File: src/rtl/alu_sequencer.sv
// alu_sequencer: command-level controller for the 8-bit ALU.
// Each command is issued to the ALU as one or two write/read passes.
// 16-bit add/sub chains the low-pass carry/borrow into the high pass through alu_fi[0].
// Handshakes: a transfer happens on a rising edge where valid and ready are both high.
// cmd_ready is high only in IDLE. rsp_valid stays high, with rsp_* stable, until rsp_ready is seen.
module alu_sequencer #(
    parameter int ALU_OP_W = 7,
    parameter int DATA_W   = 8
) (
    input  logic                  clk,
    input  logic                  rst,
    input  logic                  cmd_valid,
    output logic                  cmd_ready,
    input  logic [2:0]            cmd_op,
    input  logic [2*DATA_W-1:0]   cmd_a,
    input  logic [2*DATA_W-1:0]   cmd_b,
    input  logic                  cmd_cin,
    output logic                  rsp_valid,
    input  logic                  rsp_ready,
    output logic [2*DATA_W-1:0]   rsp_data,
    output logic                  rsp_carry,
    output logic                  rsp_err,
    output logic                  busy,
    output logic [2:0]            dbg_state,
    output logic [DATA_W-1:0]     alu_a,
    output logic [DATA_W-1:0]     alu_b,
    output logic [DATA_W-1:0]     alu_fi,
    output logic [ALU_OP_W-1:0]   alu_op,
    output logic                  alu_wo,
    output logic                  alu_oe,
    input  logic [DATA_W-1:0]     alu_o,
    input  logic [DATA_W-1:0]     alu_fo
);

    typedef enum logic [2:0] {
        S_IDLE     = 3'd0,
        S_ISSUE_LO = 3'd1,
        S_READ_LO  = 3'd2,
        S_ISSUE_HI = 3'd3,
        S_READ_HI  = 3'd4,
        S_DONE     = 3'd5
    } state_t;

    localparam logic [2:0] OP_ADD8  = 3'd0;
    localparam logic [2:0] OP_SUB8  = 3'd1;
    localparam logic [2:0] OP_AND8  = 3'd2;
    localparam logic [2:0] OP_OR8   = 3'd3;
    localparam logic [2:0] OP_NOT8  = 3'd4;
    localparam logic [2:0] OP_ADD16 = 3'd5;
    localparam logic [2:0] OP_SUB16 = 3'd6;
    localparam logic [2:0] OP_ILL   = 3'd7;

    state_t              state;
    logic [2:0]          op_q;
    logic [DATA_W-1:0]   a_hi;
    logic [DATA_W-1:0]   b_hi;
    logic [DATA_W-1:0]   res_lo;

    assign dbg_state = state;

    // Map a command op onto the ALU's one-hot op bus (same bus for both passes).
    function automatic logic [ALU_OP_W-1:0] op_onehot(input logic [2:0] op);
        logic [ALU_OP_W-1:0] oh;
        oh = '0;
        case (op)
            OP_ADD8, OP_ADD16: oh[0] = 1'b1;
            OP_SUB8, OP_SUB16: oh[1] = 1'b1;
            OP_AND8:           oh[2] = 1'b1;
            OP_OR8:            oh[3] = 1'b1;
            OP_NOT8:           oh[4] = 1'b1;
            default:           oh = '0;
        endcase
        return oh;
    endfunction

    function automatic logic is_arith(input logic [2:0] op);
        return (op == OP_ADD8) || (op == OP_SUB8) || (op == OP_ADD16) || (op == OP_SUB16);
    endfunction

    function automatic logic is_wide(input logic [2:0] op);
        return (op == OP_ADD16) || (op == OP_SUB16);
    endfunction

    // Sequencer FSM: every output is registered and set on the edge entering its state.
    always_ff @(posedge clk) begin
        if (rst) begin
            state     <= S_IDLE;
            op_q      <= '0;
            a_hi      <= '0;
            b_hi      <= '0;
            res_lo    <= '0;
            cmd_ready <= 1'b1;
            busy      <= 1'b0;
            rsp_valid <= 1'b0;
            rsp_data  <= '0;
            rsp_carry <= 1'b0;
            rsp_err   <= 1'b0;
            alu_a     <= '0;
            alu_b     <= '0;
            alu_fi    <= '0;
            alu_op    <= '0;
            alu_wo    <= 1'b0;
            alu_oe    <= 1'b0;
        end else begin
            case (state)
                S_IDLE: begin
                    if (cmd_valid) begin
                        op_q      <= cmd_op;
                        a_hi      <= cmd_a[2*DATA_W-1:DATA_W];
                        b_hi      <= cmd_b[2*DATA_W-1:DATA_W];
                        cmd_ready <= 1'b0;
                        busy      <= 1'b1;
                        if (cmd_op == OP_ILL) begin
                            // Illegal op never touches the ALU.
                            state     <= S_DONE;
                            rsp_valid <= 1'b1;
                            rsp_err   <= 1'b1;
                            rsp_data  <= '0;
                            rsp_carry <= 1'b0;
                        end else begin
                            state  <= S_ISSUE_LO;
                            alu_a  <= cmd_a[DATA_W-1:0];
                            alu_b  <= cmd_b[DATA_W-1:0];
                            alu_op <= op_onehot(cmd_op);
                            alu_fi <= is_arith(cmd_op) ? DATA_W'(cmd_cin) : '0;
                            alu_wo <= 1'b1;
                        end
                    end
                end
                S_ISSUE_LO: begin
                    alu_wo <= 1'b0;
                    alu_oe <= 1'b1;
                    state  <= S_READ_LO;
                end
                S_READ_LO: begin
                    res_lo <= alu_o;
                    alu_oe <= 1'b0;
                    if (is_wide(op_q)) begin
                        // High pass: the low-pass carry/borrow enters through fi[0].
                        state  <= S_ISSUE_HI;
                        alu_a  <= a_hi;
                        alu_b  <= b_hi;
                        alu_fi <= DATA_W'(alu_fo[0]);
                        alu_wo <= 1'b1;
                    end else begin
                        state     <= S_DONE;
                        alu_a     <= '0;
                        alu_b     <= '0;
                        alu_fi    <= '0;
                        alu_op    <= '0;
                        rsp_valid <= 1'b1;
                        rsp_data  <= (2*DATA_W)'(alu_o);
                        rsp_carry <= is_arith(op_q) & alu_fo[0];
                        rsp_err   <= 1'b0;
                    end
                end
                S_ISSUE_HI: begin
                    alu_wo <= 1'b0;
                    alu_oe <= 1'b1;
                    state  <= S_READ_HI;
                end
                S_READ_HI: begin
                    state     <= S_DONE;
                    alu_oe    <= 1'b0;
                    alu_a     <= '0;
                    alu_b     <= '0;
                    alu_fi    <= '0;
                    alu_op    <= '0;
                    rsp_valid <= 1'b1;
                    rsp_data  <= {alu_o, res_lo};
                    rsp_carry <= alu_fo[0];
                    rsp_err   <= 1'b0;
                end
                S_DONE: begin
                    // Return to IDLE; a new command can only be taken on the following edge.
                    if (rsp_ready) begin
                        state     <= S_IDLE;
                        rsp_valid <= 1'b0;
                        rsp_data  <= '0;
                        rsp_carry <= 1'b0;
                        rsp_err   <= 1'b0;
                        busy      <= 1'b0;
                        cmd_ready <= 1'b1;
                    end
                end
                default: begin
                    state     <= S_IDLE;
                    cmd_ready <= 1'b1;
                    busy      <= 1'b0;
                    rsp_valid <= 1'b0;
                    alu_wo    <= 1'b0;
                    alu_oe    <= 1'b0;
                end
            endcase
        end
    end

endmodule

File: config.mk
export PLATFORM = sky130hd
export DESIGN_NAME = alu_sequencer
export DESIGN_NICKNAME = d
export VERILOG_FILES = /design/src/rtl/alu_sequencer.sv
export SDC_FILE = /design/constraint.sdc
export NUM_CORES = 1
export LEC_CHECK = 0
export CORE_UTILIZATION = 45
export CTS_CLUSTER_SIZE = 24
export DETAILED_ROUTE_END_ITERATION = 8
export PLACE_DENSITY = 0.8
export SLEW_MARGIN = 40
export SYNTH_ARGS = -nofsm -noshare
export SYNTH_HDL_FRONTEND = slang
export SYNTH_SLANG_ARGS = --single-unit
File: constraint.sdc
create_clock -name clk -period 2.05 [get_ports clk]
set_clock_uncertainty 0.2 [all_clocks]
set_input_delay 0.41 -clock clk [delete_from_list [all_inputs] [get_ports clk]]
set_output_delay 0.41 -clock clk [all_outputs]
set_load 0.02 [all_outputs]
# == Word level (Yosys, flattened, before mapping) ==
# Index checks and enable logic that the tools add are counted.
# totals
regBits,84
wordCells,121
# op_classes
eq_ne,21
n_mux,53
n_bitwise,4
n_reduce_logical,26
# op_table
cell,n
case mux 8 bit (3 select lines),3
2-to-1 mux 16 bit,4
2-to-1 mux 8 bit,8
case mux 16 bit (4 select lines),1
"== test 3 bit, second input constant",8
2-to-1 mux 1 bit,21
2-to-1 mux 7 bit,3
case mux 7 bit (3 select lines),1
case mux 3 bit (6 select lines),1
"== test 3 x 2 -> 1 bit, second input constant",4
2-to-1 mux 3 bit,4
"!= test 2 bit, second input constant",6
AND reduction 5 bit,2
OR reduction 2 bit,5
"== test 3 x 1 -> 1 bit, second input constant",3
zero test 3 bit,3
case mux 1 bit (3 select lines),3
case mux 1 bit (4 select lines),2
AND reduction 4 bit,2
logical OR 1 bit,7
AND reduction 3 bit,2
case mux 1 bit (5 select lines),1
AND reduction 2 bit,2
nonzero test 4 bit,1
5 further kinds,7

# == Logic depth before layout (Yosys ltp) ==
# depth
word_depth,8
mapped_depth,7

# == Worst setup path after synthesis ==
# OpenSTA, ideal clock, no wires.
# synth_path
path_kind,register to register
startpoint,"reg state[2], in the netlist dbg_state[2]"
endpoint,reg alu_a[7]
t_arrival_ns,1.608
setup_slack_ns,0.104
path_stages_with_launch,7
n_path_buf,2
synth_period_minus_slack_ns,1.946
cell_sequence,dfxtp_1 buf_4 nor2_1 a21boi_2 nor3_2 clkbuf_1 a211oi_1
# synth_between
elab_chain_cells,3
word_cells_on_any_way,8
classes_between,4 x eq/ne; 1 x mux; 3 x reduce/logical
# synth_rtl
element,line,source
from (decl),53,state_t state;
from (signal assigned),87,state <= S_IDLE;
from (signal assigned),115,state <= S_DONE;
from (signal assigned),121,state <= S_ISSUE_LO;
== test 3 x 2 -> 1 bit (tied with other cells),105,case (state)
nonzero test 3 bit (no line) or != test 2 bit (tied branches),-,
AND reduction 3 bit (no line),-,
to (signal assigned),122,alu_a <= cmd_a[DATA_W-1:0];
to (signal assigned),141,alu_a <= a_hi;
to (decl),25,"output logic [DATA_W-1:0] alu_a,"
# Parallel ways exist; a longest one is shown, timed or not.
# A chain may end at the register's enable or synchronous reset.

# == Final worst setup path ==
# layout_path
startpoint,reg alu_a[4]
endpoint,out alu_a[4]
# No word-level cell between the ends.

==> key figures <==
Drt
  • Drt drc: 0
  • 1st-iter DRT viols: 140
  • Antenna viol nets, final: 0
  • Drt first pass iters: 5
  • WL/cell: 14.4 um
  • Detailed Route WL: around 8500 um
  • Vias post-DR: 3196
  • Via density: ~5.4

Timing
  • Final Slew Violations: 0
  • Worst slew margin: around 56%
  • Final hold slack: about 0.23 ns
  • Worst Max-Slew Pin Slew: ~0.66 ns
  • Final setup fails: 0
  • Fin. Hold Viols: 0
  • Min cycle time layout: between 1.5 and 2 ns
  • F_max: approximately 0.5 GHz
  • RSZ-0062 raised after global routing: false
  • Final period util: a little over nine tenths

Synthesis
  • Post-synth EDFFs: 0
  • Combinational family with the most area after synthesis: compound AO/OA/AOI/OAI gates
  • Yosys reg bits: 75
  • Avg Cell Area, Syn: around 8.5 um^2
  • Ys flop type: dfxtp_1
  • Multiplexer share of the synthesized area: less than 1%
  • Post-synthesis compound-gate area fraction: 27.9%
  • Post-synthesis async set-or-reset flop share: 0%
  • Yosys top cell by area: dfxtp_1
  • Adder-cell share of the synthesized area: 0.308%
  • Simple-Gate Fraction of Synth Area: about 16%
  • Cell Area, Synth: 0.00325 mm^2
  • Synth top area cells: dfxtp_1 (46%), a21oi_1 (9.5%), nand2_1 (9.1%), a211oi_1 (4.4%), a22oi_1 (3.9%)
  • Yosys warning count: 0
  • Syn Inst Count: between 300 and 400
  • Sequential area share after synthesis: between 40 and 50%
  • Top-area cell type share of the netlist area: about 46%
  • XOR/XNOR Fraction of Synth Area: 1.08%
  • Distinct cells, synth: between 50 and 60

Clocking
  • Clk sinks: 75
  • Skew-Pair Late Insertion Delay: approximately 0.35 ns
  • Max clock buf depth: 2
  • CTS H-Tree Depth: 3
  • Clock transition at path regs: roughly 0.080 ns
  • Hold_buf cts: 0
  • CTS Buf Count: 9
  • TritonCTS clock tree: done
  • CTS Root Buffer Type: clkbuf_8

Worst hold path
  • Tightest Hold Check Type: in -> reg
  • Hold depth: 2
  • Beginning of the worst hold path: rst
  • Hold endpoint: op_q[0]

GRT
  • GRT Util Overall: about a quarter
  • First-pass GRT wire length: roughly 14000 um
  • Vias in the first global route: a little over 3000
  • Initial antenna violation count: 0
  • Largest net degree at the start of global routing: 34
  • Gr ovfl total: 0

Critical path
  • Worst stage delay on the critical path: about 0.62 ns
  • Worst R2R End: alu_b[2]
  • Family with the most delay on the worst path: buffers and inverters
  • Crit-path max FO: 2
  • Data required, critical path: 1.44 ns
  • RR Startpoint: dbg_state[2]
  • Worst EP arrival: between 1 and 1.5 ns
  • CP max stage cell: clkdlybuf4s50_1
  • Startpoint Class: flop
  • Setup crit end kind: primary output
  • Reg2Reg Depth: 6
  • Cell Chain, Critical Path: clkdlybuf4s50_1
  • Reg2reg setup slack: 0.18 ns
  • CP Buf/Inv Count: 1
  • Crit Path Class: reg -> out

Floorplan
  • Die ar.: roughly 0.0076 mm^2
  • Num ports: between 100 and 150
  • Die width: 87.0 um
  • Die height: about 87 um
  • Core area: about 0.0069 mm^2
  • Effective utilization at floorplan: a little under half
  • Num rows: 30

Cells and area
  • Final std cells w/o fill: between 500 and 600
  • N_diodes: 0
  • Final core utilization: 68.3%
  • Area Growth Syn to Fin: 44.4%
  • Nets: around 550
  • Commonest non-fill, non-tap cells in the layout: clkdlybuf4s50_1 (92), nand2_1 (79), dfxtp_1 (74), a21oi_1 (62), buf_4 (29)
  • Share of cells above drive strength 1: 12.5%
  • Commonest non-fill, non-tap cell in the layout: clkdlybuf4s50_1

Power
  • PD cells: slightly above 900 mW/mm^2
  • Peak supply drop: roughly 0.47 mV
  • Total power draw: approximately 4.3 mW
  • Leak: about 1.8 nW

Place
  • DP Wirelength: 5960 um
  • RePlAce Congestion: 0.800
  • Post-Place Cells: approximately 570
  • Port buffer count: 96

Run status
  • Outcome: complete, no violations

Job
  • Max Cap Viol: 0
==> logic make-up (layout without fill, tap and decap cells) <==
family | after synthesis | count (layout)
fa+ha+maj | 1 | 1
other cells | 1 | 9
buf+inv | 43 | 148
flops | 75 | 75
mux | 3 | 3
xor+xnor | 4 | 4
simple gates | 116 | 116
compound gates | 139 | 139
==> final cells by class <==
type	count	area, um^2
fillers	571	2170
multi-input cells	272	1560
flip-flops and latches	75	1500
repair buffers	129	1250
clock buffers	11	141
well taps	96	120
clock inverters	5	108
inverters	3	11.3
==> worst max-delay path by stage <==
stage | startpoint | to | depth (start not counted)
after CTS | alu_a[1] | alu_a[1] | 1
after global routing | dbg_state[1] | alu_b[1] | 6
final | alu_a[4] | alu_a[4] | 1
after detailed placement | cmd_op[1] | alu_a[7] | 7
after floorplan | dbg_state[2] | alu_a[7] | 6
after global placement | cmd_op[0] | alu_b[5] | 5
==> cell usage after synthesis, drive strengths merged (2+ instances only) <==
| cell type | number |
|---|---|
| a32oi | 2 |
| nor3b | 2 |
| and3 | 2 |
| and2 | 4 |
| o21a | 2 |
| o21ai | 13 |
| o211ai | 3 |
| clkbuf | 13 |
| nor3 | 4 |
| nor2 | 10 |
| a311oi | 9 |
| nand4 | 2 |
| buf | 27 |
| a22oi | 17 |
| nand2 | 79 |
| a21oi | 62 |
| inv | 2 |
| or3 | 2 |
| dfxtp | 75 |
| nor2b | 3 |
| nand2b | 3 |
| xnor2 | 3 |
| a211oi | 19 |
| mux2i | 3 |
==> registers in the layout (all words and copies together), names as in the netlist <==
name	flops
cmd_ready	1
rsp_err	1
rsp_valid	1
alu_wo	1
b_hi	8
rsp_carry	1
alu_a	8
busy	1
res_lo	8
alu_op	5
alu_oe	1
rsp_data	16
op_q	3
alu_fi	1
a_hi	8
dbg_state	3
alu_b	8
==> layer usage <==
metal,track usage [%],share of wire [%]
met5,0,0
met4,10.2,1.5
met3,5.21,7.5
met2,41.8,49
met1,27.9,42
==> stage by stage <==
step           instance area (um^2)  TNS (ns)  setup slack (ns)
2_1_floorplan                  3280         0             0.104
3_3_place_gp                   4410     -9.04            -0.337
3_5_place_dp                   4420     -8.26            -0.268
4_1_cts                        4670         0            0.0731
5_1_grt                        4690         0           0.00629
6_report                       4690         0            0.0856
==> where the power goes <==
part | switching [mW] | internal [mW]
combinational | 0.602 | 0.551
clock | 0.559 | 0.849
sequential | 0.0971 | 1.61
==> repair_timing <==
| item | CTS | global route |
|---|---|---|
| buffers inserted | 0 | 2 |
| pin swaps | 0 | 0 |
| setup endpoints to repair | 3 | 18 |
| cloned | 0 | 0 |
| gates resized for setup | 4 | 2 |
Note: power is estimated with default switching activity, not from simulation.
